`config.mk`:
```
export PLATFORM = sky130hd
export DESIGN_NAME = pwm_gen_flat
export DESIGN_NICKNAME = d
export VERILOG_FILES = /design/src/rtl/pwm_pkg.sv /design/src/rtl/pwm_gen_if.sv /design/src/rtl/cnt_wrap_det.sv /design/src/rtl/pwm_gen.sv /design/src/flat_wrapper.sv
export SDC_FILE = /design/constraint.sdc
export NUM_CORES = 1
export LEC_CHECK = 0
export CORE_MARGIN = 2
export CORE_UTILIZATION = 54
export CTS_BUF_LIST = sky130_fd_sc_hd__clkbuf_4
export CTS_CLUSTER_SIZE = 16
export DETAILED_ROUTE_END_ITERATION = 10
export GPL_TIMING_DRIVEN = 0
export MAX_ROUTING_LAYER = met4
export PLACE_DENSITY_LB_ADDON = 0.05
export SETUP_SLACK_MARGIN = 0.4
export SLEW_MARGIN = 20
export SYNTH_ARGS = -nofsm -noshare
export SYNTH_HDL_FRONTEND = slang
export SYNTH_SLANG_ARGS = --single-unit
```
`constraint.sdc`:
```
create_clock -name clk -period 4.55 [get_ports clk]
set_clock_uncertainty 0.2 [all_clocks]
set_input_delay 0.6825 -clock clk [delete_from_list [all_inputs] [get_ports clk]]
set_output_delay 0.6825 -clock clk [all_outputs]
set_load 0.02 [all_outputs]
```
`src/rtl/pwm_pkg.sv`:
```
// Shared definitions for the PWM generator: FSM state encodings.
package pwm_pkg;

    localparam logic STATE_IDLE = 1'b0;
    localparam logic STATE_RUN  = 1'b1;

    typedef enum logic {
        IDLE = STATE_IDLE,
        RUN  = STATE_RUN
    } pwm_state_e;

endpackage

```
`src/rtl/pwm_gen_if.sv`:
```
// Duty-value valid/ready handshake between a duty source and the PWM generator.
interface pwm_gen_if #(
    parameter int width = 4
);

    logic [width-1:0] duty_in;
    logic             duty_valid;
    logic             duty_ready;

    modport master (
        output duty_in,
        output duty_valid,
        input  duty_ready
    );

    modport slave (
        input  duty_in,
        input  duty_valid,
        output duty_ready
    );

endinterface

```
`src/rtl/cnt_wrap_det.sv`:
```
// Registers the upstream count and flags a wrap whenever the count moves backwards.
module cnt_wrap_det #(
    parameter int width = 4
) (
    input  logic             clk,
    input  logic             rstn,
    input  logic [width-1:0] cnt,
    output logic             wrap
);

    logic [width-1:0] cnt_q;
    logic [width-1:0] cnt_d;

    always_comb begin
        cnt_d = cnt;
    end

    always_ff @(posedge clk or negedge rstn) begin
        if (!rstn) begin
            cnt_q <= '0;
        end else begin
            cnt_q <= cnt_d;
        end
    end

    assign wrap = (cnt < cnt_q);

endmodule

```
`src/rtl/pwm_gen.sv`:
```
// PWM generator: compares an external free-running count against a double-buffered
// duty value; new duty values are staged and swapped in only at a counter wrap.
module pwm_gen
    import pwm_pkg::*;
#(
    parameter int width = 4
) (
    input  logic             clk,
    input  logic             rstn,
    input  logic [width-1:0] cnt,
    input  logic             en,
    pwm_gen_if.slave         duty_if,
    output logic             pwm_out,
    output logic             period_start,
    output logic             update_ack
);

    logic             wrap;
    logic             accept;

    pwm_state_e       state_q, state_d;
    logic [width-1:0] duty_act_q, duty_act_d;
    logic [width-1:0] duty_pend_q, duty_pend_d;
    logic             pend_full_q, pend_full_d;
    logic             pwm_out_q, pwm_out_d;
    logic             period_start_q, period_start_d;
    logic             update_ack_q, update_ack_d;

    cnt_wrap_det #(
        .width (width)
    ) u_wrap_det (
        .clk  (clk),
        .rstn (rstn),
        .cnt  (cnt),
        .wrap (wrap)
    );

    assign accept = duty_if.duty_valid && !pend_full_q;

    always_comb begin
        state_d        = state_q;
        duty_act_d     = duty_act_q;
        duty_pend_d    = duty_pend_q;
        pend_full_d    = pend_full_q;
        pwm_out_d      = 1'b0;
        period_start_d = 1'b0;
        update_ack_d   = 1'b0;

        case (state_q)
            IDLE: if (en)  state_d = RUN;
            RUN:  if (!en) state_d = IDLE;
        endcase

        // Outputs are registered alongside the state, so they follow the state being entered.
        if (state_d == RUN) begin
            pwm_out_d      = (cnt < duty_act_q);
            period_start_d = wrap;
            if (wrap && pend_full_q) begin
                duty_act_d   = duty_pend_q;
                pend_full_d  = 1'b0;
                update_ack_d = 1'b1;
            end
        end

        // Acceptance needs an empty slot, so it can never collide with the swap above.
        if (accept) begin
            duty_pend_d = duty_if.duty_in;
            pend_full_d = 1'b1;
        end
    end

    always_ff @(posedge clk or negedge rstn) begin
        if (!rstn) begin
            state_q        <= IDLE;
            duty_act_q     <= '0;
            duty_pend_q    <= '0;
            pend_full_q    <= 1'b0;
            pwm_out_q      <= 1'b0;
            period_start_q <= 1'b0;
            update_ack_q   <= 1'b0;
        end else begin
            state_q        <= state_d;
            duty_act_q     <= duty_act_d;
            duty_pend_q    <= duty_pend_d;
            pend_full_q    <= pend_full_d;
            pwm_out_q      <= pwm_out_d;
            period_start_q <= period_start_d;
            update_ack_q   <= update_ack_d;
        end
    end

    assign pwm_out            = pwm_out_q;
    assign period_start       = period_start_q;
    assign update_ack         = update_ack_q;
    assign duty_if.duty_ready = ~pend_full_q;

endmodule

```
`src/flat_wrapper.sv`:
```
// flat-port wrapper written by rule: the top's interface ports become plain ports
module pwm_gen_flat import pwm_pkg::*;
#(
    parameter int width = 4
)
  (clk, rstn, cnt, en, pwm_out, period_start, update_ack, duty_if_duty_in, duty_if_duty_valid, duty_if_duty_ready);
  pwm_gen_if #(.width(width)) duty_if_i ();
  input  logic clk;
  input  logic rstn;
  input  logic [width-1:0] cnt;
  input  logic en;
  output logic pwm_out;
  output logic period_start;
  output logic update_ack;
  input wire logic [$bits(duty_if_i.duty_in)-1:0] duty_if_duty_in;
  input wire logic [$bits(duty_if_i.duty_valid)-1:0] duty_if_duty_valid;
  output wire logic [$bits(duty_if_i.duty_ready)-1:0] duty_if_duty_ready;
  assign duty_if_i.duty_in = duty_if_duty_in;
  assign duty_if_i.duty_valid = duty_if_duty_valid;
  assign duty_if_duty_ready = duty_if_i.duty_ready;
  pwm_gen #(.width(width)) u_core (.clk(clk), .rstn(rstn), .cnt(cnt), .en(en), .duty_if(duty_if_i), .pwm_out(pwm_out), .period_start(period_start), .update_ack(update_ack));
endmodule
```
==> summary.md, run 1 <==
| Metric | Value |
|---|---|
| Most used DFF post-synth | dfrtp_1 |
| RR Endpoint | u_core.duty_act_q[0] |
| Arrival time worst endpoint | 2340 ps |
| Period utilisation layout | 52.3% |
| Startpoint Class | input port |
| Count leader, synth | dfrtp_1 |
| Die area | 0.00161 sq mm |
| VDD IR max | 0.247 mV |
| Clk buf depth | 2 |
| Number of synthesized flops with an enable pin | 0 |
| WL final | 1.06 mm |
| Ys async rst share | 100% |
| FF/Latch Area | 400 sq um |
| Seq/Total Area, Yosys | 56.9% |
| Endpoints failing hold | 0 |
| PnR Total Power | 0.394 mW |
| Setup crit end kind | register |
| Vias | 427 |
| Worst hold path endpoint | u_core.duty_act_q[2] |
| Status | complete, no violations |
| Clock-pin slew on the worst setup and hold paths | 80 ps |
| Synth area leader | dfrtp_1 |
| WL per Instance | 12.7 um |
| DR top layer | met3 |
| Synth cell types | 15 |
| Warnings from Yosys | 0 |
| Initial antenna violation count | 0 |
| Synth cell count leaders | dfrtp_1 (16), inv_1 (9), ha_1 (6) |
| Fill count | 105 |
| Root Buffer | clkbuf_4 |
| # hold bufs at CTS | 0 |
| FF+latch count, synth | 16 |
| Area of the multi-input gates | 269 sq um |
| Final worst slack | 2170 ps |
| DR pass1 iterations | 4 |
| Aggregate global-route resource usage | 15.6% |
| Final net count | 89 |
| Place WS | 1870 ps |
| Clock sinks | 16 |
| Remaining Overflow, GRT | 0 |
| Largest net degree at the start of global routing | 17 |
| Core area | 0.00125 sq mm |
| CTS Buf Count | 3 |
| FF-to-FF Start | u_core.u_wrap_det.cnt_q[1] |
| Htree depth | 1 |
| Fmax | 0.420 GHz |
| DP Wirelength | 851 um |
| Vias in the first global route | 379 |
| Worst-path fanout max | 6 |
| Post-synthesis cell area | 703 sq um |
| Cells after Synth | 51 |
| I/O pins | 16 |
| Met3 WL post-DR | 60 um |
| Chip Height | 40.1 um |
| Post-CTS Resized | 0 |
| CTS tree | yes |
| Pwr per Cell Area | 440 mW/mm^2 |
| Hold Startpoint | u_core.duty_pend_q[2] |
| Worst-Margin Slew | 682 ps |
| Final Wtd Congestion | 0.559 |
| Max-slew headroom | 54.4% |
| Worst Path Class, Setup | in -> reg |
| Reg2Reg Setup Slack | 2710 ps |
| Synthesized Nets | 69 |
| Max Cap Viol | 0 |
| Final setup violating endpoints | 0 |
| Top cell type's share of synthesized area | 56.9% |
| Fin Setup TNS | 0 ps |
| Synth top area cells | dfrtp_1 (57%), ha_1 (11%), mux2_4 (8.5%) |
| Syn_area_per_cell | 13.8 sq um |
| Fin Hold WS | 304 ps |
| Post-CTS setup buffers | 0 |
| Iter 0 DRT Violations | 2 |
| Skew-Pair Late Insertion Delay | 270 ps |
| Final slew viol count | 0 |
| Diode count | 0 |
| Cells on worst reg2reg path | 6 |
| Final min period | 2380 ps |
| Site row count | 13 |
| Metal-1 WL | 452 um |
| Worst Hold Class | reg -> reg |
| Initial core utilization | 56.1% |
| Placed cell area | 872 sq um |
| Drc violations | 0 |
| Design area | 895 sq um |
| Share of layout cells above drive strength 1 | 18.8% |
| WL met2 | 550 um |
| Leakage Power | 0.446 nW |
| Setup repair after global routing missed its margin | false |
| DR vias/cell | 5.08 |
| Die Wd | 40.1 um |
| I/O Buffers | 15 |
| First-pass GRT wire length | 1.54 mm |
| Antenna Violating Nets Remaining | 0 |
| CP Data Required Time | 4510 ps |
| Cell depth of the worst hold path | 1 |
| Layout area overhead | 27.2% |
## cells in the final DEF (no fill, tap or decap)
master and instances:
ha_1 6, nand2_1 1, clkbuf_4 3, dfrtp_1 16
o2111a_2 1, nor2b_1 1, nand2_4 1, o211ai_1 1
inv_1 9, nand2b_1 2, mux2_4 4, nor3b_1 1
mux2_2 4, o21a_1 1, a21o_1 2, clkdlybuf4s50_1 15
a21oi_1 1
## logic make-up (layout without fill, tap and decap cells)
logic type	count (synthesis)	in the layout	synth area share, %
fa+ha+maj	6	6	10.7
mux	8	8	14.9
flops	16	16	56.9
compound gates	6	6	6.76
buf+inv	9	27	4.80
simple gates	6	6	5.87
## where the power goes
group / internal [mW] / switching [mW] / leakage, nW / total, mW
registers: 0.181 / 0.0210 / 0.190 / 0.202
clock network: 0.0306 / 0.0387 / 0.0138 / 0.0694
logic: 0.0775 / 0.0449 / 0.242 / 0.122
total: 0.289 / 0.105 / 0.446 / 0.394
## flip-flops by register name (all words and copies together) (netlist names)
signal                   flops
u_core.period_start          1
u_core.update_ack            1
u_core.pwm_out               1
u_core.duty_pend_q           4
u_core.pend_full_q           1
u_core.duty_act_q            4
u_core.u_wrap_det.cnt_q      4
## critical path: stages
cell	delay (ps)
clkdlybuf4s50_1	470
ha_1	310
o211ai_1	190
o2111a_2	280
nand2_4	90
mux2_4	300
## through the flow
stage                     util (%)  cells
final                         71.4     84
after global routing          71.4     84
after CTS                     71.4     84
after detailed placement      69.6     81
after global placement        69.6     81
after floorplan                  -     51
## per-layer routing
metal / GRT usage [%] / vias up
met2: 27.0 / 13
li1: - / 207
met5: - / -
met3: 3.33 / 0
met1: 17.8 / 207
met4: 5.17 / 0
## cell type report
class / instances / area share [%]
clock buffer: 3 / 2.52
sequential: 16 / 44.8
multi-input combinational: 26 / 30.1
tap: 15 / 2.10
inverter: 9 / 3.78
timing repair buffer: 15 / 16.8
## worst max-delay path by stage
stage | from | endpoint | slack (ps) | depth (start not counted)
after floorplan | cnt[1] | u_core.duty_act_q[0] | 2480 | 5
after global placement | cnt[1] | u_core.duty_act_q[2] | 1920 | 6
after detailed placement | cnt[1] | u_core.duty_act_q[2] | 1870 | 6
after CTS | cnt[1] | u_core.duty_act_q[0] | 2160 | 6
after global routing | cnt[1] | u_core.duty_act_q[0] | 2130 | 6
final | cnt[1] | u_core.duty_act_q[0] | 2170 | 6
No activity file was read; power rests on OpenSTA's default activity.
==> run 2: changes to the inputs <==
- CORE_UTILIZATION: 54 -> 50
- clock period: 4.55 -> 2.4 ns (I/O delays scaled with it)
==> run 2 against run 1 <==
Die area up 7.2%. Sequential share of layout area down 1.2 points. First-iteration DRC count is 50% higher. Critical path type is now reg -> out. Flip-flop and latch count is the same.
==> summary.md, run 2 (synthesized netlist as in run 1, its figures left out) <==
| Metric | Value |
|---|---|
| Initial antenna violation count | 0 (unchanged) |
| Drc violations | 0 (unchanged) |
| Largest net degree at the start of global routing | 17 (unchanged) |
| Iter 0 DRT Violations | 3 (was 2) |
| Antenna Violating Nets Remaining | 0 (unchanged) |
| Setup crit end kind | primary output (was register) |
| WL final | 1.09 mm (was 1.06 mm) |
| Placed cell count | 81 (unchanged) |
| I/O pins | 16 (unchanged) |
| Vias in the first global route | 426 (was 379) |
| Fin Setup TNS | 0 ps (unchanged) |
| Max Cap Viol | 0 (unchanged) |
| Cells on worst reg2reg path | 6 (unchanged) |
| Skew-Pair Late Insertion Delay | 270 ps (about the same) |
| Share of layout cells above drive strength 1 | 21.4% (was 18.8%) |
| CP Data Required Time | 1840 ps (was 4510 ps) |
| Startpoint Class | register (was input port) |
| Chip Height | 41.5 um (was 40.1 um) |
| Final setup violating endpoints | 0 (unchanged) |
| Remaining Overflow, GRT | 0 (unchanged) |
| Pwr per Cell Area | 811 mW/mm^2 (was 440 mW/mm^2) |
| Final min period | 1920 ps |
| VDD IR max | 0.607 mV (was 0.247 mV) |
| Aggregate global-route resource usage | 14.6% (was 15.6%) |
| First-pass GRT wire length | 1.82 mm (was 1.54 mm) |
| Final core occ | 70.6% (was 71.4%) |
| CTS Buf Count | 3 (unchanged) |
| FF-to-FF Start | u_core.u_wrap_det.cnt_q[1] (unchanged) |
| Layout area overhead | 30.6% (was 27.2%) |
| Top Usage Layer GRT | met2 (unchanged) |
| Fmax | 0.520 GHz |
| Worst hold path endpoint | u_core.u_wrap_det.cnt_q[2] (was u_core.duty_act_q[2]) |
| Setup repair after global routing missed its margin | false (unchanged) |
| Site row count | 13 (unchanged) |
| CTS tree | yes (unchanged) |
| Die Wd | 41.5 um (was 40.1 um) |
| Final Wtd Congestion | 0.675 (was 0.559) |
| Final slew viol count | 0 (unchanged) |
| Core area | 0.00130 sq mm (was 0.00125 sq mm) |
| # hold bufs at CTS | 0 (unchanged) |
| DR pass1 iterations | 2 (was 4) |
| Commonest cells after routing, fill and taps aside | dfrtp_1 (16), clkdlybuf4s50_1 (12), inv_1 (9) (was dfrtp_1 (16), clkdlybuf4s50_1 (15), inv_1 (9)) |
| Arrival time worst endpoint | 1360 ps (was 2340 ps) |
| Met2 Use GR | 22.5% (was 27.0%) |
| Reg2Reg Setup Slack | 580 ps (was 2710 ps) |
| GR Util met3 | 4.35% (was 3.33%) |
| Top flop regs | u_core.duty_act_q x4, u_core.duty_pend_q x4, u_core.u_wrap_det.cnt_q x4 (unchanged) |
| Design area | 918 sq um (was 895 sq um) |
| Cell depth of the worst hold path | 1 (unchanged) |
| Worst Hold Class | in -> reg (was reg -> reg) |
| Diode count | 0 (unchanged) |
| RR Endpoint | u_core.duty_act_q[0] (unchanged) |
| Clk buf depth | 2 (unchanged) |
| Vias | 415 (was 427) |
| Post-route insts no fill | 85 (was 84) |
| Final net count | 90 (was 89) |
| Leakage Power | 0.470 nW (was 0.446 nW) |
| Global-route met1 utilization | 18.0% (was 17.8%) |
| DP Wirelength | 791 um (was 851 um) |
| Initial core utilization | 54.0% (was 56.1%) |
| Max-slew headroom | 52.9% (was 54.4%) |
| Status | complete, no violations (unchanged) |
| Root Buffer | clkbuf_4 (unchanged) |
| Clock-pin slew on the worst setup and hold paths | 80 ps (about the same) |
| Worst-Margin Slew | 705 ps (was 682 ps) |
| Endpoints failing hold | 0 (unchanged) |
| Placed cell area | 872 sq um (unchanged) |
| DR vias/cell | 4.88 (was 5.08) |
| Clock sinks | 16 (unchanged) |
| I/O Buffers | 15 (unchanged) |
| WL per Instance | 12.9 um (was 12.7 um) |
| Htree depth | 1 (unchanged) |
| Period utilisation layout | 80.1% |
| Commonest non-fill, non-tap cell in the layout | dfrtp_1 (unchanged) |
| Hold Startpoint | cnt[2] (was u_core.duty_pend_q[2]) |
| Worst-path fanout max | 4 (was 6) |
| Worst Path Class, Setup | reg -> out (was in -> reg) |
| Die area | 0.00172 sq mm (was 0.00161 sq mm) |
-- run 2: how the worst max path moves through the flow --
| stage | from | end | slack [ps] | cells past startpoint |
|---|---|---|---|---|
| global placement | cnt[1] | u_core.duty_act_q[3] | 90 | 6 |
| floorplan | cnt[1] | u_core.duty_act_q[0] | 650 | 5 |
| global route | u_core.pend_full_q | duty_if_duty_ready | 410 | 2 |
| finish | u_core.pend_full_q | duty_if_duty_ready | 480 | 2 |
| CTS | cnt[3] | u_core.duty_act_q[0] | 410 | 6 |
| detailed placement | cnt[1] | u_core.duty_act_q[2] | 60 | 6 |
-- run 2: power by group --
group	total [mW]	internal, mW	switching (mW)	leakage (nW)
combinational	0.237	0.149	0.0874	0.266
sequential	0.381	0.343	0.0377	0.190
clock	0.127	0.0579	0.0693	0.0138
total	0.744	0.550	0.194	0.470
-- run 2: layout make-up --
| cell class | instances | area [sq um] |
|---|---|---|
| well taps | 15 | 18.8 |
| inverters | 9 | 33.8 |
| clock buffers | 3 | 22.5 |
| flip-flops and latches | 16 | 400 |
| multi-input cells | 26 | 282 |
| fillers | 104 | 383 |
| repair buffers | 16 | 161 |
-- run 2: per-stage QoR --
| stage | setup slack [ps] | power, mW | hold slack, ps |
|---|---|---|---|
| floorplan | 652 | 0.541 | -136 |
| global placement | 90.8 | 0.609 | 288 |
| detailed placement | 62.8 | 0.622 | 291 |
| CTS | 414 | 0.751 | 180 |
| global route | 415 | 0.807 | 77.6 |
| finish | 478 | 0.744 | 88.1 |
-- run 2: per-layer routing --
| metal | vias up | routed length, um |
|---|---|---|
| met2 | 11 | 579 |
| met4 | 0 | 4 |
| met1 | 192 | 477 |
| met5 | - | 0 |
| met3 | 2 | 31 |
| li1 | 210 | - |
-- run 2: timing repair --
item	4_1_cts	5_1_grt
pin swaps	2	2
buffers inserted	0	1
setup endpoints to repair	4	4
gates resized for setup	1	3
gates cloned	0	0
-- run 2: worst max-delay path, stage by stage, from the launching register on --
cell             delay, ps
dfrtp_1                430
inv_1                   70
clkdlybuf4s50_1        590
